[src/rtl/probe_demuxer_if.sv]
// Bus between the serial probe return link and the per-channel capture side.
// master: the link side, which drives select, data and flush.
// slave: the demuxer, which returns the words, the pulses and the error count.
interface probe_demuxer_if #(
  parameter int N = 4,
  parameter int W = 8
);
  logic [N-1:0]   sw;
  logic           din;
  logic           din_valid;
  logic           clear;
  logic [N*W-1:0] dout;
  logic [N-1:0]   dout_valid;
  logic           sel_err;
  logic [7:0]     err_cnt;

  modport master (
    output sw, din, din_valid, clear,
    input  dout, dout_valid, sel_err, err_cnt
  );

  modport slave (
    input  sw, din, din_valid, clear,
    output dout, dout_valid, sel_err, err_cnt
  );
endinterface

[src/rtl/probe_demuxer.sv]
// Probe demuxer: steers a serial MSB-first probe stream into N per-channel
// deserialisers using a one-hot select. Each channel presents its completed
// W-bit word with a one-cycle valid pulse. Bits that arrive with a select
// that is not one-hot are dropped, flagged and counted (the count saturates).
module probe_demuxer #(
  parameter int N = 4,
  parameter int W = 8
) (
  input  logic              clk,
  input  logic              rst_n,
  probe_demuxer_if.slave    bus
);
  localparam int CW = $clog2(W);
  localparam logic [CW-1:0] LAST = CW'(W - 1);

  logic [W-1:0]  sr      [N];
  logic [CW-1:0] cnt     [N];
  logic [W-1:0]  dout_q  [N];
  logic [N-1:0]  dout_valid_q;
  logic          sel_err_q;
  logic [7:0]    err_cnt_q;

  logic          one_hot;
  logic          bad_sel;
  logic [N-1:0]  accept;

  // A select is usable only with exactly one bit set.
  assign one_hot = (bus.sw != '0) && ((bus.sw & (bus.sw - N'(1))) == '0);

  // clear beats din_valid, so a flushed bit is neither accepted nor an error.
  assign bad_sel = bus.din_valid & ~bus.clear & ~one_hot;

  for (genvar gi = 0; gi < N; gi++) begin : g_chan
    assign accept[gi]               = bus.din_valid & ~bus.clear & one_hot & bus.sw[gi];
    assign bus.dout[gi*W +: W]      = dout_q[gi];
  end

  assign bus.dout_valid = dout_valid_q;
  assign bus.sel_err    = sel_err_q;
  assign bus.err_cnt    = err_cnt_q;

  // Per-channel shift/count state, word capture and the registered valid pulse.
  // Unselected channels keep their partial words, so streams may interleave.
  always_ff @(posedge clk or negedge rst_n) begin
    if (!rst_n) begin
      for (int k = 0; k < N; k++) begin
        sr[k]     <= '0;
        cnt[k]    <= '0;
        dout_q[k] <= '0;
      end
      dout_valid_q <= '0;
    end else if (bus.clear) begin
      // Partial words are discarded; completed words in dout are kept.
      for (int k = 0; k < N; k++) begin
        sr[k]  <= '0;
        cnt[k] <= '0;
      end
      dout_valid_q <= '0;
    end else begin
      dout_valid_q <= '0;
      for (int k = 0; k < N; k++) begin
        if (accept[k]) begin
          sr[k] <= {sr[k][W-2:0], bus.din};
          if (cnt[k] == LAST) begin
            cnt[k]          <= '0;
            dout_q[k]       <= {sr[k][W-2:0], bus.din};
            dout_valid_q[k] <= 1'b1;
          end else begin
            cnt[k] <= cnt[k] + CW'(1);
          end
        end
      end
    end
  end

  // Bad-select pulse and saturating dropped-bit counter.
  always_ff @(posedge clk or negedge rst_n) begin
    if (!rst_n) begin
      sel_err_q <= 1'b0;
      err_cnt_q <= '0;
    end else if (bus.clear) begin
      sel_err_q <= 1'b0;
      err_cnt_q <= '0;
    end else begin
      sel_err_q <= bad_sel;
      if (bad_sel && (err_cnt_q != 8'hFF)) begin
        err_cnt_q <= err_cnt_q + 8'd1;
      end
    end
  end
endmodule

[src/flat_wrapper.sv]
// flat-port wrapper written by rule: the top's interface ports become plain ports
module probe_demuxer_flat 
#(
  parameter int N = 4,
  parameter int W = 8
)
  (clk, rst_n, bus_sw, bus_din, bus_din_valid, bus_clear, bus_dout, bus_dout_valid, bus_sel_err, bus_err_cnt);
  probe_demuxer_if #(.N(N), .W(W)) bus_i ();
  input  logic clk;
  input  logic rst_n;
  input wire logic [$bits(bus_i.sw)-1:0] bus_sw;
  input wire logic [$bits(bus_i.din)-1:0] bus_din;
  input wire logic [$bits(bus_i.din_valid)-1:0] bus_din_valid;
  input wire logic [$bits(bus_i.clear)-1:0] bus_clear;
  output wire logic [$bits(bus_i.dout)-1:0] bus_dout;
  output wire logic [$bits(bus_i.dout_valid)-1:0] bus_dout_valid;
  output wire logic [$bits(bus_i.sel_err)-1:0] bus_sel_err;
  output wire logic [$bits(bus_i.err_cnt)-1:0] bus_err_cnt;
  assign bus_i.sw = bus_sw;
  assign bus_i.din = bus_din;
  assign bus_i.din_valid = bus_din_valid;
  assign bus_i.clear = bus_clear;
  assign bus_dout = bus_i.dout;
  assign bus_dout_valid = bus_i.dout_valid;
  assign bus_sel_err = bus_i.sel_err;
  assign bus_err_cnt = bus_i.err_cnt;
  probe_demuxer #(.N(N), .W(W)) u_core (.clk(clk), .rst_n(rst_n), .bus(bus_i));
endmodule
[config.mk]
export PLATFORM = sky130hd
export DESIGN_NAME = probe_demuxer_flat
export DESIGN_NICKNAME = d
export VERILOG_FILES = /design/src/rtl/probe_demuxer_if.sv /design/src/rtl/probe_demuxer.sv /design/src/flat_wrapper.sv
export SDC_FILE = /design/constraint.sdc
export NUM_CORES = 1
export LEC_CHECK = 0
export ABC_AREA = 0
export CORE_MARGIN = 5
export CORE_UTILIZATION = 50
export DETAILED_ROUTE_END_ITERATION = 10
export DONT_BUFFER_PORTS = 1
export GPL_TIMING_DRIVEN = 0
export PLACE_DENSITY_LB_ADDON = 0.08
export SLEW_MARGIN = 20
export SYNTH_ARGS = -nofsm -noshare
export SYNTH_HDL_FRONTEND = slang
export SYNTH_SLANG_ARGS = --single-unit
[constraint.sdc]
create_clock -name clk -period 2.1 [get_ports clk]
set_input_delay 0.42 -clock clk [delete_from_list [all_inputs] [get_ports clk]]
set_output_delay 0.42 -clock clk [all_outputs]
set_load 0.02 [all_outputs]
### Word-level counts from Yosys, hierarchy flattened

Index checks and enable logic that the tools add are counted.

* add/subtract/negate cells: 6
* equal/unequal tests: 5
* multiplexer cells: 26
* bitwise gates (word level): 10
* reductions and logical operators: 13

Operators by type and width (number)
* $mux W8: 5
* $mux W31: 1
* $mux W3: 8
* $add A3 B1 Y3 const B: 4
* $eq A3 B3 Y1 const B: 4
* $mux W12: 1
* $reduce_and A3 Y1: 4
* $reduce_bool A2 Y1: 5
* $mux W1: 9
* $add A8 B1 Y8 const B: 1
* $ne A8 B8 Y1 const B: 1
* $and A1 B1 Y1: 7
* $mux W7: 1
* $and A4 B4 Y4: 1
* $logic_not A4 Y1: 1
* $mux W4: 1
* $reduce_bool A4 Y1: 1
* $sub A4 B1 Y4 const B: 1
* $logic_and A1 B1 Y1: 2
* $not A1 Y1: 2

* register bits after elaboration: 85
* input bits: 9
* word-level logic and storage cells: 75

### Longest topological paths before layout

* depth after elaboration: 9
* gate-level depth with buffers: 7

### Least setup slack after synthesis

OpenSTA, ideal clock, no wires.

* path type: reg2reg
* start point: register u_core.err_cnt_q[0], in the netlist u_core.bus.err_cnt[0]
* end point: register u_core.err_cnt_q[0], in the netlist u_core.bus.err_cnt[0]
* library setup time: 0.132 ns
* data arrival time: 1.643 ns
* setup slack: 0.325 ns
* stages on the path, launching flop included: 7
* clock period less this slack: 1.775 ns
* cells stage by stage: dfrtp_1 ha_1 and2_1 nand3_1 or4b_1 nand3b_1 o21ai_1

* cells in the longest elaborated chain, start to end: 3
* elaborated cells between the ends (all ways): 6
* classes of those cells: add/sub (1); eq/ne (1); mux (2); reduce/logical (2)

Ends and longest elaborated chain
* start, declared: RTL line probe_demuxer.sv:21 `logic [7:0] err_cnt_q;`
* start signal, assigned: RTL line probe_demuxer.sv:87 `err_cnt_q <= err_cnt_q + 8'd1;`
* $add A8 B1 Y8 / $ne A8 B8 Y1 (equally long branches): RTL line probe_demuxer.sv:87, probe_demuxer.sv:86
* $mux W8 / $logic_and A1 B1 Y1 (equally long branches): RTL line probe_demuxer.sv:86 `if (bad_sel && (err_cnt_q != 8'hFF)) begin`
* $mux W8 / $reduce_bool A2 Y1 (equally long branches)

Parallel ways exist; a longest one is shown, timed or not. The select of a mux whose other input is x is not followed.
A chain may end at the register's enable or synchronous reset.

### Worst setup path in the final report

Ends and elaborated chain as after synthesis.

==> results.yml <==
timing:
  hold_slack_ps: -243.5
  fin_crit_ps: 1933
  tns_ps: 0
  post-route-period-util_pct: 92.02
  finalSetupViolations: 0
  fmax_mhz: 517.5
  drv_slew: 0
  hold_violations: 85
  rsz0062_at_grt: "no"
  finClkSkew_ps: 11.55
  worst_slew_pin_slew_ps: 574.2
  max-slew-margin-rel_pct: 61.72
global_routing:
  grt_first_pass_wirelength_mm: 11.18
  antenna_found_initial: 0
  grt_util_all_layers_pct: 15.90
  grt_pass1_vias: 2187
  grt_max_degree: 86
  grt-ovfl-total: 0
power_and_ir_drop:
  power_frac_comb_pct: 2.6
  sw_frac_of_total_pct: 23.13
  internal_power_mw: 2.106
  vdd_drop_max_mv: 0.2876
  seqPwrFrac_pct: 60.4
  p_clk_share_pct: 37.0
  power_leakage_nw: 2.070
  cellPowerDensity_nw_per_um2: 685.6
  p_sw_mw: 0.6338
route:
  drt-initial-drc-count: 80
  antenna_left: 0
  num_vias: 2279
  wl_per_cell_um: 15.69
  drt_wl_total_mm: 6.732
  drc_errors: 0
  dr.pass1.iters: 4
  viasPerCell: 5.312
worst_setup_path:
  ff2ff_path_depth: 6
  crit_path_end_kind: "flop"
  crit_arrival_ps: 2160
  r2r_slack_ps: 170
  start_kind: "flop"
  rr_startpoint: "u_core.bus.err_cnt[0]$_DFFE_PN0P_"
  crit_path_max_fanout: 6
  reg2reg_to: "u_core.bus.err_cnt[0]$_DFFE_PN0P_"
  path_class: "reg -> reg"
  worstPathRequired_ps: 2320
clock_network:
  cts_made_buffers: 9
  clock-sinks: 85
  ctsResizeCount: 0
  htree_levels: 3
  clock_path_buffers: 2
  clock-root-buffer: "clkbuf_8"
  path_clk_slew_ps: 90
  cts_tree: "yes"
  cts_setup_buffers: 0
  clock_latency_ps: 350
yosys:
  syn_area_per_cell_um2: 11.80
  synth_cell_types: 39
  ys_seq_area_share_pct: 57.41
  syn-cell-area_um2: 3705
  yosysWarnings: 0
  synth_cells: 314
  ys_ff_latch: 85
  syn_nets: 332
layout:
  diodes: 0
  drive_gt1_share_pct: 18.79
  n_fill_cell: 655
  final_area_um2: 3996
  layout.nets: 343
  area_growth_pct: 7.869
run_status:
  violations: "negative hold slack"
  status: "finished with violations"
floorplanning:
  die_h_um: 96.08
  core_um2: 7253
  num_rows: 31
  initial_utilization_pct: 51.08
  dieWidth_um: 96.08
  pin_count: 54
  die_area_um2: 9231
run:
  maxCapViolCount: 0
worst_hold_path:
  hold_class: "in -> async"
placed_design:
  dp_hpwl_mm: 4.371
  place_area_um2: 3829
  io_buffer_count: 0
  gp_congestion: 0.7642
-- cells in the final DEF (no fill, tap or decap), types with 2 or more instances in the layout --
cell type,count
nand2b_1,5
nor2b_1,3
clkbuf_8,9
nand2_4,3
ha_1,9
a31oi_1,3
and3_1,3
o21ai_0,5
a311oi_1,3
buf_6,3
clkbuf_1,11
nand3_1,4
nand3b_1,32
nand4_1,2
buf_4,3
nand2_1,62
inv_1,8
clkinvlp_4,3
xnor2_1,2
nor2_1,3
o31ai_1,5
and3b_1,3
dfrtp_1,85
a21oi_1,10
mux2_2,32
mux2i_1,2
-- synth_stat cells, drive strengths merged --
library cell,n,area [µm²]
dfrtp,85,2127
nand2,66,272.8
mux2,33,371.6
nand3b,32,240.2
a21oi,10,50.05
clkbuf,9,33.78
ha,9,112.6
inv,8,30.03
buf,6,56.30
nand2b,6,45.04
o21ai,6,30.02
o31ai,5,37.54
and3,4,30.03
nand3,4,20.02
nor2,4,22.52
a311oi,3,26.28
a31oi,3,18.77
and3b,3,26.28
nor2b,3,18.77
mux2i,2,20.02
nand4,2,12.51
nor3,2,26.28
xnor2,2,17.52
a211oi,1,12.51
and2,1,6.260
and2b,1,7.510
and4,1,8.760
o21a,1,7.510
or3,1,6.260
or4b,1,10.01
-- per-stage QoR --
step	worst slack [ps]	power [mW]	utilization, %	cells
2_1_floorplan	325.0	1.741	-	314
3_3_place_gp	178.5	1.759	52.79	413
3_5_place_dp	180.3	1.760	52.79	413
4_1_cts	164.6	2.784	55.10	429
5_1_grt	30.12	2.855	55.10	429
6_report	167.5	2.740	55.10	429
-- worst max-delay path, stage by stage, from the launching register on --
cell and delay, ps:
dfrtp_1 510, ha_1 300, and2_1 210, nand3_1 110
or4b_1 500, nand3b_1 110, o21ai_1 60
-- cells by family after synthesis --
group	Yosys count	share of synthesized area [%]
compound gates	29	4.931
xor+xnor	2	0.4729
buf+inv	23	3.242
flops	85	57.41
simple gates	131	20.33
fa+ha+maj	9	3.040
mux	35	10.57
-- layout make-up --
type	instances	area, µm²	area share, %
plain buffers	15	90.09	2.254
clock buffers	11	131.4	3.287
well taps	99	123.9	3.100
flip-flops and latches	85	2127	53.22
clock inverters	5	36.28	0.9080
inverters	8	30.03	0.7514
multi-input cells	206	1458	36.47
-- how the worst max path moves through the flow --
stage | from | end | slack [ps] | cells after the start
6_report | u_core.bus.err_cnt[0]$_DFFE_PN0P_ | u_core.bus.err_cnt[0]$_DFFE_PN0P_ | 170 | 6
3_5_place_dp | u_core.bus.err_cnt[0]$_DFFE_PN0P_ | u_core.bus.err_cnt[1]$_DFFE_PN0P_ | 180 | 6
2_1_floorplan | u_core.bus.err_cnt[0]$_DFFE_PN0P_ | u_core.bus.err_cnt[0]$_DFFE_PN0P_ | 330 | 6
3_3_place_gp | u_core.bus.err_cnt[0]$_DFFE_PN0P_ | u_core.bus.err_cnt[1]$_DFFE_PN0P_ | 180 | 6
4_1_cts | u_core.bus.err_cnt[0]$_DFFE_PN0P_ | u_core.bus.err_cnt[0]$_DFFE_PN0P_ | 160 | 6
5_1_grt | u_core.bus.err_cnt[0]$_DFFE_PN0P_ | u_core.bus.err_cnt[0]$_DFFE_PN0P_ | 30 | 6
-- layer usage --
metal,global-route usage (%),up-vias,part of all wire (%)
met3,4.691,11,6.0
met1,22.36,1110,48
met4,7.109,0,1.9
met2,22.66,57,44
li1,-,1101,-
met5,0,-,0
-- power groups by stage --
stage,Combinational [mW],Clock (mW),Sequential (mW)
after floorplan,0.0560,0,1.69
final,0.0722,1.01,1.65
after global routing,0.0792,1.12,1.66
after detailed placement,0.0725,0,1.69
after global placement,0.0717,0,1.69
after CTS,0.0726,1.06,1.65
-- sequential cells by signal (all words and copies together) (netlist names) --
register / cells
u_core.bus.dout: 32
u_core.cnt: 12
u_core.bus.err_cnt: 8
u_core.bus.dout_valid: 4
u_core.sr: 28
u_core.bus.sel_err: 1
Power figures use the tool's default switching activity.
